### src/rtl/game_timer_ctrl.sv
// -----------------------------------------------------------------------------
// game_timer_ctrl
//
// Countdown/shoot-mode controller that feeds the two-digit 7-segment display
// driver. It conditions three raw push-buttons and runs a start/pause/resume
// countdown from START_VALUE seconds down to 0. It also keeps a shoot-mode
// selector that the player steps through while the clock is not running.
//
// Parameters
//   TICK_DIV     clk cycles per one-second tick (>= 2)
//   START_VALUE  countdown reload value in seconds (1..63)
//   MODE_COUNT   number of shoot modes, shoot_mode wraps modulo this (1..8)
//
// Ports
//   clk         in   system clock, single domain
//   rst         in   asynchronous active-high reset
//   start_btn   in   raw start button, active-high, asynchronous to clk
//   pause_btn   in   raw pause/resume button, active-high, asynchronous to clk
//   mode_btn    in   raw shoot-mode button, active-high, asynchronous to clk
//   number      out  remaining seconds, binary, 0..START_VALUE
//   shoot_mode  out  current shoot mode, 0..MODE_COUNT-1
//   running     out  high while the countdown is running
//   time_up     out  high once the countdown has reached zero
//   expired     out  one-cycle pulse on the running -> time-up transition
//
// Every output comes straight from a flop, so there is no combinational path
// from the buttons to the display.
// -----------------------------------------------------------------------------
module game_timer_ctrl #(
  parameter int TICK_DIV    = 50000000,
  parameter int START_VALUE = 60,
  parameter int MODE_COUNT  = 4
) (
  input  logic       clk,
  input  logic       rst,
  input  logic       start_btn,
  input  logic       pause_btn,
  input  logic       mode_btn,
  output logic [5:0] number,
  output logic [2:0] shoot_mode,
  output logic       running,
  output logic       time_up,
  output logic       expired
);

  // ---------------------------------------------------------------------------
  // Constants
  // ---------------------------------------------------------------------------
  localparam int PW = (TICK_DIV > 1) ? $clog2(TICK_DIV) : 1;

  localparam logic [PW-1:0] PRESC_LAST = PW'(TICK_DIV - 1);
  localparam logic [5:0]    START_NUM  = 6'(START_VALUE);
  localparam logic [2:0]    MODE_LAST  = 3'(MODE_COUNT - 1);

  localparam logic [1:0] ST_IDLE  = 2'd0;
  localparam logic [1:0] ST_RUN   = 2'd1;
  localparam logic [1:0] ST_PAUSE = 2'd2;
  localparam logic [1:0] ST_DONE  = 2'd3;

  // ---------------------------------------------------------------------------
  // Button conditioning
  // Bit 0 and bit 1 form the two-flop synchroniser (s1, s2). Bit 2 (s3) holds
  // the previous synchronised value, so a held button yields a single edge.
  // The action therefore lands on the third rising clk edge after the press.
  // ---------------------------------------------------------------------------
  logic [2:0] start_sync_q;
  logic [2:0] pause_sync_q;
  logic [2:0] mode_sync_q;

  // NOTE: sequential state is written only with non-blocking assignments so
  // every flop samples the pre-edge value of its neighbours. The shift
  // registers below rely on this.
  always_ff @(posedge clk or posedge rst) begin
    if (rst) begin
      start_sync_q <= 3'b000;
      pause_sync_q <= 3'b000;
      mode_sync_q  <= 3'b000;
    end else begin
      start_sync_q <= {start_sync_q[1:0], start_btn};
      pause_sync_q <= {pause_sync_q[1:0], pause_btn};
      mode_sync_q  <= {mode_sync_q[1:0],  mode_btn};
    end
  end

  logic start_edge;
  logic pause_edge;
  logic mode_edge;

  assign start_edge = start_sync_q[1] & ~start_sync_q[2];
  assign pause_edge = pause_sync_q[1] & ~pause_sync_q[2];
  assign mode_edge  = mode_sync_q[1]  & ~mode_sync_q[2];

  // ---------------------------------------------------------------------------
  // Controller state
  // ---------------------------------------------------------------------------
  logic [1:0]    state_q,   state_d;
  logic [5:0]    number_q,  number_d;
  logic [PW-1:0] presc_q,   presc_d;
  logic [2:0]    mode_q,    mode_d;
  logic          running_q, time_up_q, expired_q;
  logic          expired_d;
  logic          tick;

  // The prescaler only advances in RUN, so its terminal count is a tick only
  // while running. The value is left untouched in PAUSE, so a resume continues
  // the partial second instead of restarting it.
  assign tick = (presc_q == PRESC_LAST);

  // NOTE: every variable driven here gets a default first. A missed branch
  // then holds the registered value instead of inferring a latch.
  always_comb begin
    state_d   = state_q;
    number_d  = number_q;
    presc_d   = presc_q;
    mode_d    = mode_q;
    expired_d = 1'b0;

    case (state_q)
      ST_IDLE: begin
        number_d = START_NUM;
        if (start_edge) begin
          state_d = ST_RUN;
          presc_d = '0;
        end
      end

      ST_RUN: begin
        presc_d = tick ? '0 : presc_q + PW'(1);
        if (tick && (number_q == 6'd1)) begin
          // The final tick wins over a pause edge in the same cycle.
          number_d  = 6'd0;
          state_d   = ST_DONE;
          expired_d = 1'b1;
        end else begin
          if (tick && (number_q != 6'd0)) begin
            number_d = number_q - 6'd1;
          end
          // A start edge is ignored here, even when it arrives with a pause.
          if (pause_edge) begin
            state_d = ST_PAUSE;
          end
        end
      end

      ST_PAUSE: begin
        if (start_edge || pause_edge) begin
          state_d = ST_RUN;
        end
      end

      ST_DONE: begin
        number_d = 6'd0;
        if (start_edge) begin
          state_d  = ST_RUN;
          number_d = START_NUM;
          presc_d  = '0;
        end
      end

      default: begin
        state_d  = ST_IDLE;
        number_d = START_NUM;
        presc_d  = '0;
      end
    endcase

    // Shoot mode can change only while the clock is stopped and not yet
    // expired. A start or a reload never touches it.
    if (mode_edge && ((state_q == ST_IDLE) || (state_q == ST_PAUSE))) begin
      mode_d = (mode_q >= MODE_LAST) ? 3'd0 : mode_q + 3'd1;
    end
  end

  always_ff @(posedge clk or posedge rst) begin
    if (rst) begin
      state_q   <= ST_IDLE;
      number_q  <= START_NUM;
      presc_q   <= '0;
      mode_q    <= 3'd0;
      running_q <= 1'b0;
      time_up_q <= 1'b0;
      expired_q <= 1'b0;
    end else begin
      state_q   <= state_d;
      number_q  <= number_d;
      presc_q   <= presc_d;
      mode_q    <= mode_d;
      // Status flags are registered from the next state. They therefore
      // change on the same edge as the state, and expired is high in the same
      // cycle that number first reads 0.
      running_q <= (state_d == ST_RUN);
      time_up_q <= (state_d == ST_DONE);
      expired_q <= expired_d;
    end
  end

  assign number     = number_q;
  assign shoot_mode = mode_q;
  assign running    = running_q;
  assign time_up    = time_up_q;
  assign expired    = expired_q;

endmodule
### config.mk
export PLATFORM = sky130hd
export DESIGN_NAME = game_timer_ctrl
export DESIGN_NICKNAME = d
export VERILOG_FILES = /design/src/rtl/game_timer_ctrl.sv
export SDC_FILE = /design/constraint.sdc
export NUM_CORES = 1
export LEC_CHECK = 0
export BUFFER_PORTS_ARGS = -buffer_cell sky130_fd_sc_hd__buf_2
export CORE_MARGIN = 5
export CORE_UTILIZATION = 35
export CTS_CLUSTER_SIZE = 16
export DETAILED_ROUTE_END_ITERATION = 12
export SYNTH_ARGS = -nofsm -noshare
export SYNTH_HDL_FRONTEND = slang
export SYNTH_SLANG_ARGS = --single-unit
### constraint.sdc
create_clock -name clk -period 3.32 [get_ports clk]
set_input_delay 0.166 -clock clk [delete_from_list [all_inputs] [get_ports clk]]
set_output_delay 0.166 -clock clk [all_outputs]
set_load 0.1 [all_outputs]
== After elaboration in Yosys (flattened, before gate mapping) ==
Cells that the tools add are included.

* $add $sub $neg: 3
* $mul: 0
* Div/mod/pow operators: 0
* $lt $le $gt $ge: 1
* Eq/ne operators: 9
* Shifts and indexed selects: 0
* Mux-type cells: 15
* Bitwise operators: 6
* Reductions and logical operators: 12

{| class="wikitable"
|+ Operators by type and width
! operator !! count
|-
| $mux 26 || 2
|-
| $pmux 26 s2 || 1
|-
| $add 26x1->26 const B || 1
|-
| $eq 26x26->1 const B || 1
|-
| $mux 6 || 3
|-
| $pmux 6 s3 || 1
|-
| $mux 2 || 4
|-
| $eq 2x2->1 const B || 3
|-
| $eq 6x1->1 const B || 1
|-
| $pmux 2 s3 || 1
|-
| $reduce_bool 6->1 || 1
|-
| $sub 6x1->6 const B || 1
|-
| $eq 2x1->1 const B || 2
|-
| $reduce_and 2->1 || 2
|-
| $add 3x1->3 const B || 1
|-
| $and 1x1->1 || 3
|-
| $ge 3x2->1 const B || 1
|-
| $logic_and 1x1->1 || 3
|-
| $mux 3 || 1
|-
| $ne 3x3->1 const B || 1
|-
| $not 1->1 || 3
|-
| $reduce_bool 3->1 || 1
|-
| $logic_not 2->1 || 1
|-
| $logic_or 1x1->1 || 2
|-
| 4 further kinds || 5
|}

* Flip-flop bits (word level): 49
* Latch bits: 0
* RAM bits: 0
* ROM bits: 0
* Input bits: 5
* Output and inout bits: 12
* Logic and storage cells: 56
* Memories: 0

== Depth between registers and ports, before layout ==
Gate-level depths: netlist of run 1.

* Depth after elaboration: 6
* Gate-level depth with buffers: 8
* Gate-level depth less buffers: 7

== Worst setup path after synthesis of run 1 ==
No wires, ideal clock.

* Kind: reg2reg
* From: reg number_q[1] (netlist: number[1])
* To: reg number_q[5] (netlist: number[5])
* Setup time: 0.083 ns
* Arrival: 2.301 ns
* Required time: 3.237 ns
* Setup slack: 0.936 ns
* Cell stages (with the launch flop): 7
* Path buffers: 0
* Period minus slack after synthesis: 2.384 ns
* Cell sequence: dfrtp_1 -> inv_1 -> ha_1 -> nand4b_1 -> a41oi_1 -> a21boi_0 -> o21ai_1

* Longest elaborated chain between the ends: 4
* Elaborated cells between the ends (all ways): 10
* Classes of those cells: add/sub (1); eq/ne (2); mux (3); reduce/logical (4)

{| class="wikitable"
|+ RTL lines
! element !! RTL line !! text
|-
| start: declaration || 97 || <nowiki>logic [5:0] number_q, number_d;</nowiki>
|-
| start signal: assignment || 185 || <nowiki>number_q <= number_d;</nowiki>
|-
| $sub 6x1->6 (tied with other cells) || 136 || <nowiki>number_d = number_q - 6'd1;</nowiki>
|-
| $mux 6 (tied with other cells) || 135 || <nowiki>if (tick && (number_q != 6'd0)) begin</nowiki>
|-
| $mux 6 / $ne 3x3->1 (equally long branches) || n/a ||
|-
| $pmux 6 s3 / $reduce_and 2->1 (equally long branches) || n/a ||
|}

Parallel ways exist; a longest one is shown, timed or not. The select of a mux whose other input is x is not followed.
A chain may end at the register's enable or synchronous reset.

== Worst setup path in the final report of run 1 ==
* From: reg state_q[1]
* To: reg presc_q[19]

* Longest elaborated chain between the ends: 4
* Elaborated cells between the ends (all ways): 8
* Classes of those cells: eq/ne (3); mux (1); reduce/logical (4)

{| class="wikitable"
|+ RTL lines
! element !! RTL line !! text
|-
| start: declaration || 96 || <nowiki>logic [1:0] state_q, state_d;</nowiki>
|-
| start signal: assignment || 184 || <nowiki>state_q <= state_d;</nowiki>
|-
| $eq 2x2->1 / $logic_not 2->1 (equally long branches) || 118 || <nowiki>case (state_q)</nowiki>
|-
| $reduce_or 2->1 (no line) || n/a ||
|-
| $ne 2x1->1 (no line) / $reduce_bool 2->1 (equally long branches) || n/a ||
|-
| $reduce_and 2->1 (no line) || n/a ||
|-
| end signal: assignment || 186 || <nowiki>presc_q <= presc_d;</nowiki>
|-
| end: declaration || 98 || <nowiki>logic [PW-1:0] presc_q, presc_d;</nowiki>
|}

Parallel ways exist; a longest one is shown, timed or not.

==> flow_summary.ini, run 1 <==
[sta]
finalHoldViolCount = 0
finalHoldWorstSlack_ps = 105
setup_viol_count_final = 0
timing.fmax_mhz = 403
min_period_over_period_pct = 74.8
fin_crit_ps = 2480
tightestPinTransition_ps = 1030
rsz0062_at_grt = false
finalSetupTns_ps = 0
slew_violations = 0
clock_skew_ps = 10.1
slew_headroom_pct = 31.1

[final_layout]
final_cell_area_um2 = 3020
n_antenna_cell = 0
final_nets = 310
drive_above_1_share_pct = 14.9
register_area_um2 = 1230
multi_input_area_um2 = 1330
syn_to_final_growth_pct = 12.1
nFillCells = 778

[drt]
drt-initial-drc-count = 122
wl_per_cell_um = 14.3
ant_nets = 0
vias = 2138
dr.pass1.iters = 4
wl_um = 5690
viasPerCell = 5.37
remaining_drc_errors = 0

[critical_path]
rr_startpoint = state_q[1]
arrival_ps = 2710
worstPathRequired_ps = 3540
endpoint_kind = flop
path_max_fanout = 19
criticalPathCategory = reg2reg
critPathLaunchType = flop
startpoint = state_q[1]

[synth]
synth.area.top_cells = dfrtp_1 (42%), ha_1 (4.6%), dfstp_2 (3.9%)
syn_inst = 276
synth-edff-count = 0
yosys.area.top_type = dfrtp_1
ys.flop_type = dfrtp_1
yosys-top-cells-count = dfrtp_1 (45), nand2_1 (24), inv_1 (17), nor2_1 (17), nand3_1 (14)
synthArstFlopShare_pct = 100
synth_nets = 291
ys_seq_area_share_pct = 45.7
synth_seq_cells = 49
netlist_area_um2 = 2690
syn_avg_cell_area_um2 = 9.76
synth_top_cell_area_share_pct = 41.8
synth_cell_types = 53
yosys_warnings = 0
yosysMostFrequentCell = dfrtp_1

[die]
core-area_um2 = 7610
start_util_pct = 35.4
io_pins = 17
num_rows = 32
dieHeight_um = 97.7
dieArea_um2 = 9550
fp.dieW_um = 97.7

[global_routing]
grt_max_degree = 50
grt_antenna_before_repair = 0
track_usage_pct = 12.6
first_global_vias = 2099
grt_pass1_wl_um = 10100
grt_overflow = 0

[clock_tree]
postCtsSetupBuffers = 0
clock-sinks = 49
path_clk_slew_ps = 100
cts_inserted_buffers = 5
clkLatencyLatePin_ps = 300
cts.path.max_buffers = 2
h-tree-depth = 2
cts-root-buf = clkbuf_8
tritoncts = yes

[run_status]
status = finished, final reports clean

[power]
max-vdd-ir-drop_mv = 0.687
powerDensity_nw_per_um2 = 892
leakage_nw = 1.31

[place]
place_hpwl_um = 3960
io_buffers = 16
dpl_cell_area_um2 = 2850
gp_congestion = 0.800

[worst_hold_path]
hold_path_class = in2async

[job]
maxCapViolCount = 0
-- kinds of logic (layout without fill, tap and decap cells) --
group	count (synthesis)	in the layout	synth area share (%)
multiplexers	1	1	0.372
XOR/XNOR	6	6	1.95
buffers and inverters	26	46	4.79
adder cells (fa/ha/maj)	10	10	4.65
AO/OA/AOI/OAI	79	79	20.4
flip-flops	49	49	45.7
AND/OR/NAND/NOR	105	105	22.1
-- layout by cell type (no fill, tap or decap), drive strengths merged, types with 3 or more instances in the layout --
cell and n:
clkbuf 5, xnor2 4, nand2 24, o21ai 12
inv 18, nor2 17, a31o 3, nand2b 3
o211ai 5, a21oi 12, o31ai 3, nor2b 3
a22o 4, dfstp 4, nor3 5, dfrtp 45
nand3 15, a21o 12, a31oi 13, ha 10
and2 3, and3 6, buf 18, a41oi 5
o22ai 3, dlygate4sd3 3, nand4 6, nor4 11
-- sequential cells by signal (all words and copies together), names as in the netlist, 2 cells and up --
register,count
presc_q,26
state_q,2
number,6
shoot_mode,3
pause_sync_q,3
mode_sync_q,3
start_sync_q,3
-- repair_timing --
item	CTS	global route
endpoints found under the hold margin	3	0
hold buffers	3	0
resized for setup	0	0
-- metal layers --
layer,track usage (%),vias to the layer above,share of wire [%]
met5,0,-,0
met4,3.30,0,0.91
met3,2.37,5,2.6
met2,20.8,29,47
met1,17.0,1034,50
li1,-,1070,-
-- power by group --
group | internal, mW | total [mW] | switching [mW] | leakage, nW
registers | 0.715 | 0.816 | 0.101 | 0.637
logic | 0.358 | 1.36 | 0.998 | 0.606
clock network | 0.303 | 0.521 | 0.218 | 0.0687
-- layout make-up --
type | instances | area share [%]
sequential | 49 | 40.8
multi-input combinational | 201 | 44.2
timing repair buffer | 21 | 4.15
inverter | 17 | 2.11
tap | 102 | 4.23
clock buffer | 5 | 2.28
clock inverter | 3 | 2.28
-- critical path, stage by stage, from the launching register on --
cell	delay, ps
dfrtp_1	430
inv_1	150
ha_1	480
nand2_1	220
a21oi_2	630
buf_4	280
a21oi_1	70
a31oi_1	170
-- final timing paths --
check	end	slack [ps]	cells after the start
worst max-delay path	presc_q[19]	840	7
worst min-delay path	presc_q[8]	100	2
worst max register to register	presc_q[19]	840	7
worst min register to register	start_sync_q[1]	360	0
max in group asynchronous	presc_q[9]	2580	2
min in group clk	start_sync_q[1]	360	0
-- through the flow --
step / util, % / setup WS (ps) / power (mW) / cells
floorplan: - / 936 / 1.97 / 276
global placement: 37.5 / 939 / 2.17 / 387
detailed placement: 37.5 / 884 / 2.19 / 387
CTS: 39.7 / 852 / 2.72 / 398
global route: 39.7 / 617 / 2.87 / 398
finish: 39.7 / 838 / 2.69 / 398
Note: power is estimated with default switching activity, not from simulation.
==> inputs of run 2 (changes only) <==
ABC_AREA = 1   (was default)
clock period = 2.6 ns   (was 3.32 ns; I/O delays follow)
==> run 2 against run 1 <==
  * Global-route usage increased by 1.1 points
  * Critical path type unchanged
  * Die area increased by 6.7%
  * Flip-flop and latch count unchanged
  * Power increased by 15%
  * Cell count increased by 29%
  * Sequential share of layout area decreased by 2.7 points
  * Core utilization increased by 0.061 points
  * Hold slack got worse by 67 ps
  * Setup slack got worse by 330 ps
  * Non-clock buffer count unchanged
  * First-iteration DRC count increased by 20%
  * Combinational power increased by 17%
  * Largest power group unchanged
==> flow_summary.ini, run 2 <==
[run_status]
status = finished, final reports clean

[sta]
timing.fmax_mhz = 477
fin_crit_ps = 2100
min_period_over_period_pct = 80.6
slew_violations = 0
finalHoldViolCount = 0
tightestPinTransition_ps = 985
slew_headroom_pct = 34.2
clock_skew_ps = 10.2
rsz0062_at_grt = false
setup_viol_count_final = 0
finalSetupTns_ps = 0

[final_layout]
final_nets = 423
nFillCells = 832
multi_input_area_um2 = 1480
top_register = presc_q
stdcell_count = 514
syn_to_final_growth_pct = 11.6
n_antenna_cell = 0
largest_register_ffs = 26
drive_above_1_share_pct = 14.4
register_area_um2 = 1230
layout_commonest_cell = nand2_1
layout_common_cells = nand2_1 (111), nor2_1 (49), dfrtp_1 (45)

[power]
switchingPower_mw = 1.65
p_seq_share_pct = 32.6
swShare_pct = 53.2
power_frac_comb_pct = 51.4
clockPowerShare_pct = 16.0
leakage_nw = 1.43
p_int_mw = 1.45
powerDensity_nw_per_um2 = 959
max-vdd-ir-drop_mv = 0.436

[synth]
yosys-top-cells-count = nand2_1 (111), nor2_1 (49), dfrtp_1 (45)
syn_avg_cell_area_um2 = 7.56
synth_xor_area_share_pct = 3.03
ys.flop_type = dfrtp_1
synth_seq_cells = 49
yosys_warnings = 0
netlist_area_um2 = 2900
yosys.area_share.simple_pct = 35.1
ys_seq_area_share_pct = 42.5
syn_inst = 383
synth_cell_types = 29
synth_top_family_by_area = simple AND/OR/NAND/NOR gates
yosys.area.top_type = dfrtp_1
synthArstFlopShare_pct = 100
synth-edff-count = 0
synth_top_cell_area_share_pct = 38.9
synth.area.top_cells = dfrtp_1 (39%), nand2_1 (14%), nor2_1 (6.4%)
synth_nets = 398
yosysMostFrequentCell = nand2_1
synth-adder-area-share_pct = 4.32
synth_compound_area_share_pct = 8.51
synth_mux_area_share_pct = 0

[global_routing]
grt_overflow = 0
grt_max_degree = 48
grt_pass1_wl_um = 11200
track_usage_pct = 13.7
first_global_vias = 2378
grt_antenna_before_repair = 0

[drt]
dr.pass1.iters = 5
drt-initial-drc-count = 147
wl_um = 6520
wl_per_cell_um = 12.7
vias = 2479
ant_nets = 0
remaining_drc_errors = 0
viasPerCell = 4.82

[clock_tree]
tritoncts = yes
h-tree-depth = 2
cts.path.max_buffers = 2
path_clk_slew_ps = 100
cts-root-buf = clkbuf_8
clock-sinks = 49
postCtsSetupBuffers = 0
clkLatencyLatePin_ps = 310
cts_inserted_buffers = 5
ctsResizeCount = 0
postCtsHoldBufs = 3

[worst_hold_path]
hold_path_class = in2async

[critical_path]
rr_startpoint = state_q[0]
criticalPathCategory = reg2reg
path_max_fanout = 9
r2r_cells = 7
arrival_ps = 2290
r2r_end = presc_q[12]
critPathLaunchType = flop
worstPathRequired_ps = 2800
rrSetupSlack_ps = 500
endpoint_kind = flop

[die]
io_pins = 17
dieArea_um2 = 10200
core-area_um2 = 8130
num_rows = 33
dieHeight_um = 101
fp.dieW_um = 101
start_util_pct = 35.6

[place]
io_buffers = 16
dpl.cell_count = 503
place_hpwl_um = 4850
gp_congestion = 0.864

[job]
maxCapViolCount = 0
==> run 2: area by class of cell <==
type / count / area share (%)
sequential: 49 / 38.1
multi-input combinational: 285 / 45.7
timing repair buffer: 21 / 3.87
inverter: 46 / 5.34
clock inverter: 3 / 0.813
tap: 105 / 4.07
clock buffer: 5 / 2.13
==> run 2: kinds of logic (layout without fill, tap and decap cells) <==
logic type      Yosys count  in the layout
flops                    49             49
fa+ha+maj                10             10
simple gates            224            224
buf+inv                  49             75
compound gates           41             41
xor+xnor                 10             10
==> run 2: worst max-delay path by stage <==
stage	startpoint	end	slack (ps)	depth (start not counted)
detailed placement	state_q[0]	presc_q[12]	530	7
global placement	state_q[0]	presc_q[12]	570	7
global route	state_q[0]	presc_q[12]	340	7
finish	state_q[0]	presc_q[12]	500	7
floorplan	number[0]	number[0]	500	10
CTS	state_q[0]	presc_q[12]	500	7
==> run 2: power groups by stage <==
stage	sequential, mW	clock [mW]	combinational [mW]
floorplan	1.57	0	0.751
global placement	1.02	0	1.59
detailed placement	1.03	0	1.61
CTS	1.01	0.512	1.61
global route	1.03	0.536	1.74
finish	1.01	0.495	1.59
==> run 2: per-layer routing <==
| layer | up-vias | global-route usage (%) | share of wire [%] |
|---|---|---|---|
| met5 | - | 0 | 0 |
| met4 | 0 | 3.78 | 0.89 |
| met3 | 5 | 2.63 | 4.0 |
| met2 | 50 | 23.5 | 48 |
| met1 | 1156 | 17.4 | 47 |
| li1 | 1268 | - | - |
==> run 2: critical path, cell delays in order (launching register included) <==
cell	delay [ps]
dfrtp_1	430
inv_1	120
ha_1	360
inv_1	90
o21ai_1	620
nor2_1	140
xnor2_1	170
nor2_1	50
==> run 2: metrics by stage <==
step | hold slack, ps | utilization [%] | instance area, um2 | setup slack [ps] | power [mW]
after CTS | 90.1 | 39.7 | 3230 | 499 | 3.14
after global routing | 140 | 39.7 | 3230 | 340 | 3.30
after detailed placement | 239 | 38.2 | 3110 | 529 | 2.64
after floorplan | 161 | - | 2900 | 498 | 2.32
after global placement | 239 | 38.2 | 3110 | 568 | 2.60
final | 37.8 | 39.7 | 3230 | 504 | 3.10
==> inputs of run 3 (changes only) <==
ABC_AREA = 0   (was 1)
clock period = 1.7 ns   (was 2.6 ns; I/O delays follow)
==> run 3 against run 2 <==
  * The run now ends with negative setup slack left
  * Core utilization grew 13 points
  * Clock skew grew 2.2 ps
  * Power grew 110%
  * First-iteration DRC count shrank 10%
  * Clock power grew 91%
  * Global-route usage grew 2.2 points
  * Sequential share of layout area shrank 6.9 points
  * Register-to-register slack lost 710 ps
  * Final area grew 25%
  * Wire length grew 14%
  * Non-clock buffer count grew 91
  * Sequential power grew 57%
  * Largest cell class unchanged
==> flow_summary.ini, run 3 (synthesis gave the netlist of run 1 again) <==
[place]
dpl_cell_area_um2 = 3580
gp_congestion = 0.910
place_hpwl_um = 5100
io_buffers = 16

[drt]
dr.pass1.iters = 4
wl_per_cell_um = 15.1
ant_nets = 0
viasPerCell = 5.22
wl_um = 7420
vias = 2558
drt-initial-drc-count = 132
remaining_drc_errors = 0

[die]
start_util_pct = 35.4
fp.dieW_um = 97.7
dieHeight_um = 97.7
io_pins = 17
core-area_um2 = 7610
dieArea_um2 = 9550
num_rows = 32

[final_layout]
layout_common_cells = buf_4 (76), dfrtp_1 (40), nand2_1 (20)
final_cell_area_um2 = 4030
largest_register_ffs = 26
top_register = presc_q
layout_commonest_cell = buf_4
final_nets = 402
drive_above_1_share_pct = 44.8
n_antenna_cell = 0
syn_to_final_growth_pct = 49.6
fin_util_pct = 53.0

[sta]
slew_headroom_pct = 67.2
min_period_over_period_pct = 112
tightestPinTransition_ps = 492
setup_viol_count_final = 35
slew_violations = 0
clock_skew_ps = 12.5
timing.fmax_mhz = 524
rsz0062_at_grt = true
setup_ws_ps = -207
fin_crit_ps = 1910
finalHoldViolCount = 0
finalSetupTns_ps = -3910

[run_status]
status = complete, but fails checks
violations = negative setup slack

[critical_path]
r2r_end = presc_q[14]
rrSetupSlack_ps = -210
r2r_cells = 6
startpoint = presc_q[7]
endpoint_kind = flop
critPathLaunchType = flop
arrival_ps = 2100
criticalPathCategory = reg2reg
worstPathRequired_ps = 1890
rr_startpoint = presc_q[7]
path_max_fanout = 8

[clock_tree]
cts_inserted_buffers = 5
clock-sinks = 49
cts-root-buf = clkbuf_8
cts.path.max_buffers = 2
path_clk_slew_ps = 100
tritoncts = yes
clkLatencyLatePin_ps = 310
h-tree-depth = 2

[global_routing]
track_usage_pct = 15.9
grt_overflow = 0
grt_max_degree = 21
first_global_vias = 2703
grt_pass1_wl_um = 12600
grt_antenna_before_repair = 0

[job]
maxCapViolCount = 0

[worst_hold_path]
hold_path_class = in2async

[power]
max-vdd-ir-drop_mv = 0.579
powerDensity_nw_per_um2 = 1630
leakage_nw = 1.87
total_power_mw = 6.56
==> run 3: changes by cell type in the layout (fill, tap and decap cells not counted), sizes merged, moves of 6 or more <==
cell	change
buf	+90
nor2	-42
a21oi	+6
nor4	+11
nand2	-92
nand3	-20
inv	-32
a21o	+12
o21ai	-14
a31oi	+12
and3	+6
xor2	-6
==> run 3: per-layer routing <==
metal | up-vias | GRT usage, % | wire length [um]
li1 | 1252 | - | -
met1 | 1245 | 20.7 | 3310
met2 | 48 | 26.9 | 3710
met3 | 13 | 2.58 | 221
met4 | 0 | 5.32 | 178
met5 | - | 0 | 0
==> run 3: area by class of cell <==
type                       instances  area, um2
clock inverter                     2       35.0
inverter                          17       63.8
timing repair buffer             112        873
clock buffer                       6       93.8
fill                             689       3580
sequential                        49       1260
multi-input combinational        202       1580
tap                              102        128
==> run 3: per-stage QoR <==
| step | instances | hold slack (ps) | setup WS [ps] |
|---|---|---|---|
| final | 490 | 338 | -207 |
| after global routing | 490 | 365 | -269 |
| after CTS | 486 | 360 | -203 |
| after detailed placement | 463 | 149 | -281 |
| after global placement | 463 | 145 | -191 |
| after floorplan | 276 | 116 | -281 |
==> run 3: timing repair <==
item	in CTS	in global routing
setup endpoints to repair	36	37
resized for setup	23	14
gates cloned	3	0
endpoints found under the hold margin	20	0
pin swaps	11	8
setup buffers	8	4
hold buffers	4	0
==> run 3: power breakdown <==
| part | switching [mW] | internal, mW | total (mW) |
|---|---|---|---|
| Sequential | 0.145 | 1.45 | 1.59 |
| Combinational | 2.47 | 1.56 | 4.03 |
| Clock | 0.417 | 0.526 | 0.943 |
| Total | 3.03 | 3.53 | 6.56 |
==> run 3: worst max path at each step <==
| stage | end | slack [ps] |
|---|---|---|
| floorplan | presc_q[14] | -280 |
| global route | presc_q[14] | -270 |
| finish | presc_q[14] | -210 |
| detailed placement | time_up | -280 |
| global placement | time_up | -190 |
| CTS | time_up | -200 |
==> run 3: critical path, cell delays in order, from the launching register on <==
cell and delay [ps]:
dfrtp_1 390, or4_4 540, nor4_4 180, a21oi_2 160, buf_6 170, a21o_1 160
a22o_1 200
